$ cat config.mk
export PLATFORM = sky130hd
export DESIGN_NAME = pwm_peak_ctrl
export DESIGN_NICKNAME = d
export VERILOG_FILES = /design/src/rtl/pwm_ctrl_pkg.sv /design/src/rtl/pwm_period_ctr.sv /design/src/rtl/pwm_peak_ctrl.sv
export SDC_FILE = /design/constraint.sdc
export NUM_CORES = 1
export LEC_CHECK = 0
export ABC_CLOCK_PERIOD_IN_PS = 1700
export BUFFER_PORTS_ARGS = -buffer_cell sky130_fd_sc_hd__buf_4
export CELL_PAD_IN_SITES_DETAIL_PLACEMENT = 1
export CELL_PAD_IN_SITES_GLOBAL_PLACEMENT = 1
export CORE_MARGIN = 10
export CORE_UTILIZATION = 30
export CTS_CLUSTER_DIAMETER = 60
export DETAILED_ROUTE_END_ITERATION = 7
export PLACE_DENSITY_LB_ADDON = 0.1
export SYNTH_ARGS = -nofsm -noshare
export SYNTH_HDL_FRONTEND = slang
export SYNTH_HIERARCHICAL = 1
export SYNTH_SLANG_ARGS = --single-unit
$ cat constraint.sdc
create_clock -name clk -period 1.7 [get_ports clk]
set_input_delay 0.085 -clock clk [delete_from_list [all_inputs] [get_ports clk]]
set_output_delay 0.085 -clock clk [all_outputs]
set_load 0.005 [all_outputs]
$ cat src/rtl/pwm_ctrl_pkg.sv
// Shared types, decode constant and current decode helper for the peak-current PWM controller.
package pwm_ctrl_pkg;

  typedef enum logic [1:0] {
    IDLE  = 2'd0,
    ON    = 2'd1,
    OFF   = 2'd2,
    FAULT = 2'd3
  } state_t;

  typedef enum logic [1:0] {
    NONE  = 2'd0,
    PEAK  = 2'd1,
    MAXON = 2'd2,
    ABORT = 2'd3
  } term_t;

  localparam logic [11:0] XOR_7FF = 12'h7FF;
  localparam int unsigned IDN_W   = 11;

  // ADC native format -> signed DN, negative currents clamped to zero.
  function automatic logic [IDN_W-1:0] decode_iest(input logic [11:0] raw);
    logic [11:0] v;
    v = raw ^ XOR_7FF;
    return v[11] ? '0 : v[IDN_W-1:0];
  endfunction

endpackage

$ cat src/rtl/pwm_period_ctr.sv
// Switching-period counter: wraps at PERIOD while enabled, held at zero otherwise.
module pwm_period_ctr #(
  parameter  int unsigned PERIOD = 48,
  localparam int unsigned CW     = $clog2(PERIOD)
) (
  input  logic clk,
  input  logic rst_n,
  input  logic i_enable,
  output logic o_wrap_c,
  output logic o_cycle_strobe
);

  logic [CW-1:0] r_pcnt;
  logic          r_strobe;
  logic          w_wrap;

  assign w_wrap         = (r_pcnt == CW'(PERIOD - 1));
  assign o_wrap_c       = w_wrap;
  assign o_cycle_strobe = r_strobe;

  // Strobe marks the first clk of each period that follows a wrap.
  always_ff @(posedge clk or negedge rst_n) begin
    if (!rst_n) begin
      r_pcnt   <= '0;
      r_strobe <= 1'b0;
    end else if (i_enable) begin
      r_pcnt   <= w_wrap ? '0 : r_pcnt + CW'(1);
      r_strobe <= w_wrap;
    end else begin
      r_pcnt   <= '0;
      r_strobe <= 1'b0;
    end
  end

endmodule

$ cat src/rtl/pwm_peak_ctrl.sv
// Peak-current-mode PWM generator with leading-edge blanking, max on-time and latched overcurrent fault.
module pwm_peak_ctrl
  import pwm_ctrl_pkg::*;
#(
  parameter int unsigned PERIOD  = 48,
  parameter int unsigned BLANK   = 3,
  parameter int unsigned MAX_ON  = 40,
  parameter logic [11:0] I_FAULT = 12'd2000
) (
  input  logic        clk,
  input  logic        reset_n,
  input  logic        enable,
  input  logic        fault_clr,
  input  logic [11:0] i_peak,
  input  logic [11:0] iest_coil,
  output logic        pwm,
  output logic        fault,
  output logic        cycle_strobe,
  output logic [1:0]  term_cause
);

  localparam int unsigned CW = $clog2(PERIOD);

  if (!(BLANK >= 1 && BLANK < MAX_ON && MAX_ON <= PERIOD - 2)) begin : g_cfg_err
    $error("pwm_peak_ctrl: need 1 <= BLANK < MAX_ON <= PERIOD-2");
  end

  state_t            r_state;
  state_t            w_state_nxt;
  term_t             r_term;
  term_t             w_term_nxt;
  logic [CW-1:0]     r_ton;
  logic              r_pwm;
  logic              r_fault;
  logic              w_pwm_nxt;
  logic              w_fault_nxt;
  logic              w_wrap_c;
  logic [IDN_W-1:0]  w_i_dn;
  logic              w_over;
  logic              w_launch;
  logic              w_peak_hit;
  logic              w_ton_max;

  pwm_period_ctr #(.PERIOD(PERIOD)) u_period (
    .clk            (clk),
    .rst_n          (reset_n),
    .i_enable       (enable),
    .o_wrap_c       (w_wrap_c),
    .o_cycle_strobe (cycle_strobe)
  );

  assign w_i_dn     = decode_iest(iest_coil);
  assign w_over     = ({1'b0, w_i_dn} >= I_FAULT);
  assign w_launch   = w_wrap_c && enable && !r_fault && (i_peak != '0);
  assign w_peak_hit = (r_ton >= CW'(BLANK)) && ({1'b0, w_i_dn} >= i_peak);
  assign w_ton_max  = (r_ton == CW'(MAX_ON - 1));

  always_ff @(posedge clk or negedge reset_n) begin : state_reg
    if (!reset_n) r_state <= IDLE;
    else          r_state <= w_state_nxt;
  end

  // Priority: fault > enable drop > peak > max_on > launch.
  always_comb begin : next_state
    w_state_nxt = r_state;
    w_term_nxt  = r_term;
    if (w_over) begin
      w_state_nxt = FAULT;
      if (r_state == ON) w_term_nxt = ABORT;
    end else begin
      case (r_state)
        IDLE: if (w_launch) w_state_nxt = ON;
        ON: begin
          if (!enable) begin
            w_state_nxt = IDLE;
            w_term_nxt  = ABORT;
          end else if (w_peak_hit) begin
            w_state_nxt = OFF;
            w_term_nxt  = PEAK;
          end else if (w_ton_max) begin
            w_state_nxt = OFF;
            w_term_nxt  = MAXON;
          end
        end
        OFF: begin
          if (!enable)       w_state_nxt = IDLE;
          else if (w_launch) w_state_nxt = ON;
        end
        FAULT: if (fault_clr) w_state_nxt = IDLE;
        default: w_state_nxt = IDLE;
      endcase
    end
  end

  always_comb begin : output_decode
    w_pwm_nxt   = (w_state_nxt == ON);
    w_fault_nxt = (w_state_nxt == FAULT);
  end

  // ton restarts at zero on every ON entry.
  always_ff @(posedge clk or negedge reset_n) begin : output_reg
    if (!reset_n) begin
      r_pwm   <= 1'b0;
      r_fault <= 1'b0;
      r_term  <= NONE;
      r_ton   <= '0;
    end else begin
      r_pwm   <= w_pwm_nxt;
      r_fault <= w_fault_nxt;
      r_term  <= w_term_nxt;
      r_ton   <= (r_state == ON && w_state_nxt == ON) ? r_ton + CW'(1) : '0;
    end
  end

  assign pwm        = r_pwm;
  assign fault      = r_fault;
  assign term_cause = 2'(r_term);

endmodule
# After elaboration in Yosys (flattened, before gate mapping)
# Index checks and enable logic that the tools add are counted.
[word_totals] reg_bits=19 in_bits=28 out_inout_bits=5 word_cells=49
[op_classes] add_sub_neg=2 magnitude_cmp=3 n_eq_ne=8 muxes=19 n_bitwise=1 reduce_logical=9
[op_table] op="2-bit two-way mux" n=13
[op_table] op="6-bit two-way mux" n=3
[op_table] op="6-bit by 1-bit adder with 6-bit output, second input constant" n=2
[op_table] op="6-bit equality test, second input constant" n=2
[op_table] op="11-bit by 12-bit >= comparator with 1-bit output" n=1
[op_table] op="12-bit nonzero test" n=1
[op_table] op="11-bit >= comparator, second input constant" n=1
[op_table] op="11-bit two-way mux" n=1
[op_table] op="11-bit inverter" n=1
[op_table] op="2-bit case mux with 4 select lines" n=1
[op_table] op="2-bit equality test, second input constant" n=3
[op_table] op="6-bit by 2-bit >= comparator with 1-bit output, second input constant" n=1
[op_table] op="1-bit logical AND" n=5
[op_table] op="2-bit by 1-bit equality test with 1-bit output, second input constant" n=2
[op_table] op="4-bit by 1-bit != test with 1-bit output, second input constant" n=1
[op_table] op="2-bit zero test" n=1
[op_table] op="2-bit AND reduction" n=1
[op_table] op="1-bit zero test" n=1
[op_table] op="1-bit two-way mux" n=1

# Depth between registers and ports, before layout
[depth] ltp_word=11 ltp_mapped=10 depth_no_buf=8

# Hierarchy
# Netlist, hierarchy kept.
[by_module_without_submodules] module="pwm_peak_ctrl" n_inst=1 cells_each=111 area_per_inst_um2=943.4 seq_area_each_um2=300.3
[by_module_without_submodules] module="pwm_period_ctr" n_inst=1 cells_each=26 area_per_inst_um2=297.8 seq_area_each_um2=175.2

# Worst setup path before layout
# Ideal clock, no wire load.
[synth_timing] kind="input to register" from="input iest_coil[11]" to="register r_term[1] (netlist: term_cause[1])" setup_time_ns=0.124 arrival_ns=2.115 required_time_ns=1.576 path_slack_ns=-0.539 path_stages=10 n_path_buf=2 cell_sequence="clkbuf_1 -> or2_2 -> ha_1 -> nand2b_4 -> a2111oi_2 -> o311ai_1 -> a21oi_2 -> a21oi_2 -> buf_6 -> o31a_1"
[synth_between] elab_chain_len=7 word_cells_on_any_way=10 classes_between="2 x order compare; 1 x eq/ne; 5 x mux; 2 x reduce/logical"
[synth_lines] item="start, declared" line_no="pwm_peak_ctrl.sv:15" text="input logic [11:0] iest_coil,"
[synth_lines] item="11-bit two-way mux *" line_no="pwm_ctrl_pkg.sv:25" text="return v[11] ? '0 : v[IDN_W-1:0];"
[synth_lines] item="11-bit by 12-bit >= comparator with 1-bit output" line_no="pwm_peak_ctrl.sv:55" text="assign w_peak_hit = (r_ton >= CW'(BLANK)) && ({1'b0, w_i_dn} >= i_peak);"
[synth_lines] item="1-bit logical AND" line_no="pwm_peak_ctrl.sv:55"
[synth_lines] item="2-bit two-way mux" line_no="pwm_peak_ctrl.sv:77" text="end else if (w_peak_hit) begin"
[synth_lines] item="2-bit two-way mux" line_no="pwm_peak_ctrl.sv:74" text="if (!enable) begin"
[synth_lines] item="2-bit two-way mux" line_no="pwm_peak_ctrl.sv:71" text="case (r_state)"
[synth_lines] item="2-bit two-way mux" line_no="pwm_peak_ctrl.sv:67" text="if (w_over) begin"
[synth_lines] item="end signal, assigned" line_no="pwm_peak_ctrl.sv:110" text="r_term <= w_term_nxt;"
[synth_lines] item="end, declared" line_no="pwm_peak_ctrl.sv:30" text="term_t r_term;"
# Every way passes the cells marked *; elsewhere a longest branch is shown, timed or not. The select of a mux whose other input is x is not followed.
# A chain may end at the register's enable or synchronous reset.

# Final worst setup path
[layout_timing] from="input iest_coil[0]" to="register r_state[1]"
[layout_between] elab_chain_len=8 word_cells_on_any_way=9 classes_between="2 x order compare; 5 x mux; 1 x bitwise; 1 x reduce/logical"
[layout_lines] item="11-bit inverter (no source line) *"
[layout_lines] item="11-bit two-way mux *" line_no="pwm_ctrl_pkg.sv:25"
[layout_lines] item="11-bit by 12-bit >= comparator with 1-bit output" line_no="pwm_peak_ctrl.sv:55"
[layout_lines] item="1-bit logical AND" line_no="pwm_peak_ctrl.sv:55"
[layout_lines] item="2-bit two-way mux" line_no="pwm_peak_ctrl.sv:77"
[layout_lines] item="2-bit two-way mux" line_no="pwm_peak_ctrl.sv:74"
[layout_lines] item="2-bit case mux with 4 select lines" line_no="pwm_peak_ctrl.sv:71"
[layout_lines] item="2-bit two-way mux *" line_no="pwm_peak_ctrl.sv:67"
[layout_lines] item="via w_state_nxt[1]" line_no="pwm_peak_ctrl.sv:29" text="state_t w_state_nxt;"
[layout_lines] item="end signal, assigned" line_no="pwm_peak_ctrl.sv:60" text="else r_state <= w_state_nxt;"
[layout_lines] item="end, declared" line_no="pwm_peak_ctrl.sv:28" text="state_t r_state;"
# The timed path passes the listed nets; every way through them passes the cells marked *.

==> flow_summary.toml <==
[outcome]
status = "finished with violations"
violations = "negative setup slack"

[placement]
dp_hpwl_um = 2880
pre_cts_slack_ps = -433
gp_congestion = 0.830
io_buffer_count = 32
dpl_cell_area_um2 = 1670

[synth]
ys_ff_latch = 19
synth_compound_area_frac = 0.146
syn_inst = 137
synthAdderAreaFrac = 0.131
synth_nets = 178
synth_top_area_frac = 0.383
muxShareOfSynthArea = 0
yosys_warnings = 6
synth_top_cell_by_area = "dfrtp_1"
syn_area_per_cell_um2 = 9.06
synth_area_leaders = "dfrtp_1 (38%), ha_1 (13%), nor2_1 (6.7%), inv_1 (3.6%), xor2_1 (3.5%)"
yosys.area_share.xor_xnor = 0.0494
yosys.cell_types.count = 37
synth_top_family_by_area = "simple AND/OR/NAND/NOR gates"
synth_area_um2 = 1240
yosys.area_share.simple = 0.239
yosysSeqAreaShare = 0.383

[min_path]
worstHoldPathCells = 2
hold_class = "in2reg"
min_to = "pwm$_DFF_PN0_"
hold_start = "enable"

[route]
antenna_left = 0
drc = 0
vias_per_cell = 4.80
wl_um = 3590
drt-initial-drc-count = 25
dr.pass1.iters = 4
num_vias = 1166
wl_per_cell_um = 14.8

[floorplan]
die_h_um = 84.3
core-area_um2 = 4000
start_util = 0.310
dieArea_um2 = 7110
die_w_um = 84.3
pin_count = 33
num_rows = 23

[clocking]
path_clk_slew_ps = 70
cts_root_buf = "clkbuf_8"
cts_buffer_depth = 2
cts.sinks = 19
clkLatencyLatePin_ps = 250
cts_tree = "done"
htree_num_levels = 1
cts_inserted_buffers = 3

[cells_and_area]
finalNetCount = 235
diodes = 0
final_core_util = 0.475
fin_area_um2 = 1900
drive_gt1_frac = 0.415
area_growth_pct = 52.9

[setup_path]
crit_path_start_kind = "primary input"
slowest_delay_ps = 330
rrSetupSlack_ps = -10
crit_required_ps = 1830
crit_path_end_kind = "flop"
crit_type = "in2reg"
crit_arrival_ps = 1930
reg2reg_depth = 6
path_cells = "buf_6, or2_4, ha_4, nand2b_4, a2111oi_4, o311ai_2, a21oi_2, a21oi_4, a311o_2"
crit_slowest_cell = "a311o_2"
crit_start = "iest_coil[0]"
r2r-start = "r_ton[0]$_DFF_PN0_"
path_buf_inv = 1
crit_family = "compound AO/OA/AOI/OAI gates"
crit_fanout = 6
reg2reg_to = "r_state[1]$_DFF_PN0_"

[sta]
skew_ps = 0.556
drv_slew = 0
worst_pin_slew_ps = 577
rsz0062_at_grt = "yes"
setup_violations = 5
fmax_mhz = 558
finalCritPeriodShare = 1.05
fin_crit_ps = 1790
hold_viol = 0
relSlewSlack = 0.612
worst_slack_ps = -92.8

[pwr]
ir_worst_vdd_mv = 0.401
p_per_area_nw_per_um2 = 522
leakagePower_nw = 0.922

[grt]
grt_max_degree = 20
grt_pass1_wl_um = 6120
antenna_found_initial = 0
grt_use_total = 0.102
overflow = 0
first_global_vias = 1304

[run]
cap_violations = 0
how the worst max path moves through the flow:
stage                           endpoint  cells after the start  slack, ps
6_report            r_state[1]$_DFF_PN0_                      9        -90
5_1_grt             r_state[1]$_DFF_PN0_                      9       -200
4_1_cts             r_state[1]$_DFF_PN0_                      9        -90
3_5_place_dp        r_state[1]$_DFF_PN0_                      9       -430
3_3_place_gp        r_state[1]$_DFF_PN0_                      9       -390
2_1_floorplan  term_cause[1]$_DFFE_PN0P_                     10       -210
cells by family after synthesis:
group                      count (synthesis)
AOI/OAI and AO/OA                         24
adders and majority gates                 13
buffers and inverters                     15
and+or+nand+nor                           59
xor gates and xnor gates                   7
DFF                                       19
cells in the final DEF (no fill, tap or decap), types with 2 or more instances in the layout:
cell type,instances
nor2_2,2
nand3_1,5
nor2_1,20
ha_1,11
a21o_1,2
o21ai_0,4
xor2_1,5
dfrtp_1,19
inv_1,12
nor3_4,5
nand4_1,2
buf_4,50
nand3_2,2
nor4_1,4
nor2b_1,2
clkbuf_8,3
a21oi_1,4
buf_6,3
a21oi_2,2
and2_1,3
nand2_1,8
xnor2_1,2
flip-flops by register name, summed over array words and instances (netlist names):
register / count
r_state: 2
u_period/o_cycle_strobe: 1
r_ton: 6
fault: 1
term_cause: 2
u_period/r_pcnt: 6
pwm: 1
report_power, final:
| group | leakage, nW | switching [W] | total, W | internal, W |
|---|---|---|---|---|
| Combinational | 0.642 | 0.0000947 | 0.000218 | 0.000123 |
| Clock | 0.0228 | 0.000140 | 0.000307 | 0.000166 |
| Sequential | 0.257 | 0.00000615 | 0.000466 | 0.000460 |
| Total | 0.922 | 0.000241 | 0.000991 | 0.000750 |
final cells by class:
cell class / count / area, um^2
Clock buffer: 4 / 45.0
Fill cell: 482 / 2100
Inverter: 12 / 45.0
Multi-Input combinational cell: 103 / 831
Sequential cell: 19 / 475
Tap cell: 50 / 62.6
Timing Repair Buffer: 55 / 439
per-layer routing:
metal,share of wire,track usage
met4,0.0042,0.0228
met2,0.51,0.181
met1,0.45,0.121
met5,0,0
met3,0.036,0.0222
cell usage after synthesis (all sizes together):
| cell type | count |
|---|---|
| nor2 | 22 |
| dfrtp | 19 |
| ha | 13 |
| inv | 12 |
| nand2 | 8 |
| a21oi | 7 |
| nand3 | 7 |
| nor3 | 5 |
| o21ai | 5 |
| xor2 | 5 |
| nor4 | 4 |
| and2 | 3 |
| a21o | 2 |
| clkbuf | 2 |
| nand2b | 2 |
| nand4 | 2 |
| nor2b | 2 |
| xnor2 | 2 |
| a2111oi | 1 |
| a211o | 1 |
| a311o | 1 |
| a311oi | 1 |
| a31oi | 1 |
| and4b | 1 |
| buf | 1 |
| nor3b | 1 |
| o21a | 1 |
| o221ai | 1 |
| o311ai | 1 |
| o31a | 1 |
| o32a | 1 |
| or2 | 1 |
| or3 | 1 |
per-stage QoR:
step / hold WS [ps] / total power [W] / cells / setup TNS [ps]
finish: 103 / 0.000991 / 243 / -164
global route: 120 / 0.00105 / 243 / -1310
CTS: 99.8 / 0.00101 / 242 / -232
detailed placement: -22.0 / 0.000677 / 231 / -4230
global placement: -25.8 / 0.000666 / 231 / -3830
floorplan: -211 / 0.000567 / 137 / -1220
repair_timing:
item                                    in CTS  in global routing
hold buffers                                 1                  0
gates resized for setup                     20                  2
gates cloned                                 0                  0
setup buffers                                6                  1
endpoints found under the hold margin       19                  0
endpoints found under the setup margin      11                 11
pin swaps                                   12                  6
worst reg2reg max path, delay by kind of cell (launching register included):
| kind | cells | cell delay (ps) |
|---|---|---|
| AO/OA/AOI/OAI | 2 | 430 |
| flip-flops | 1 | 420 |
| adder cells (fa/ha/maj) | 1 | 280 |
| AND/OR/NAND/NOR | 3 | 470 |
Note: power is estimated with default switching activity, not from simulation.
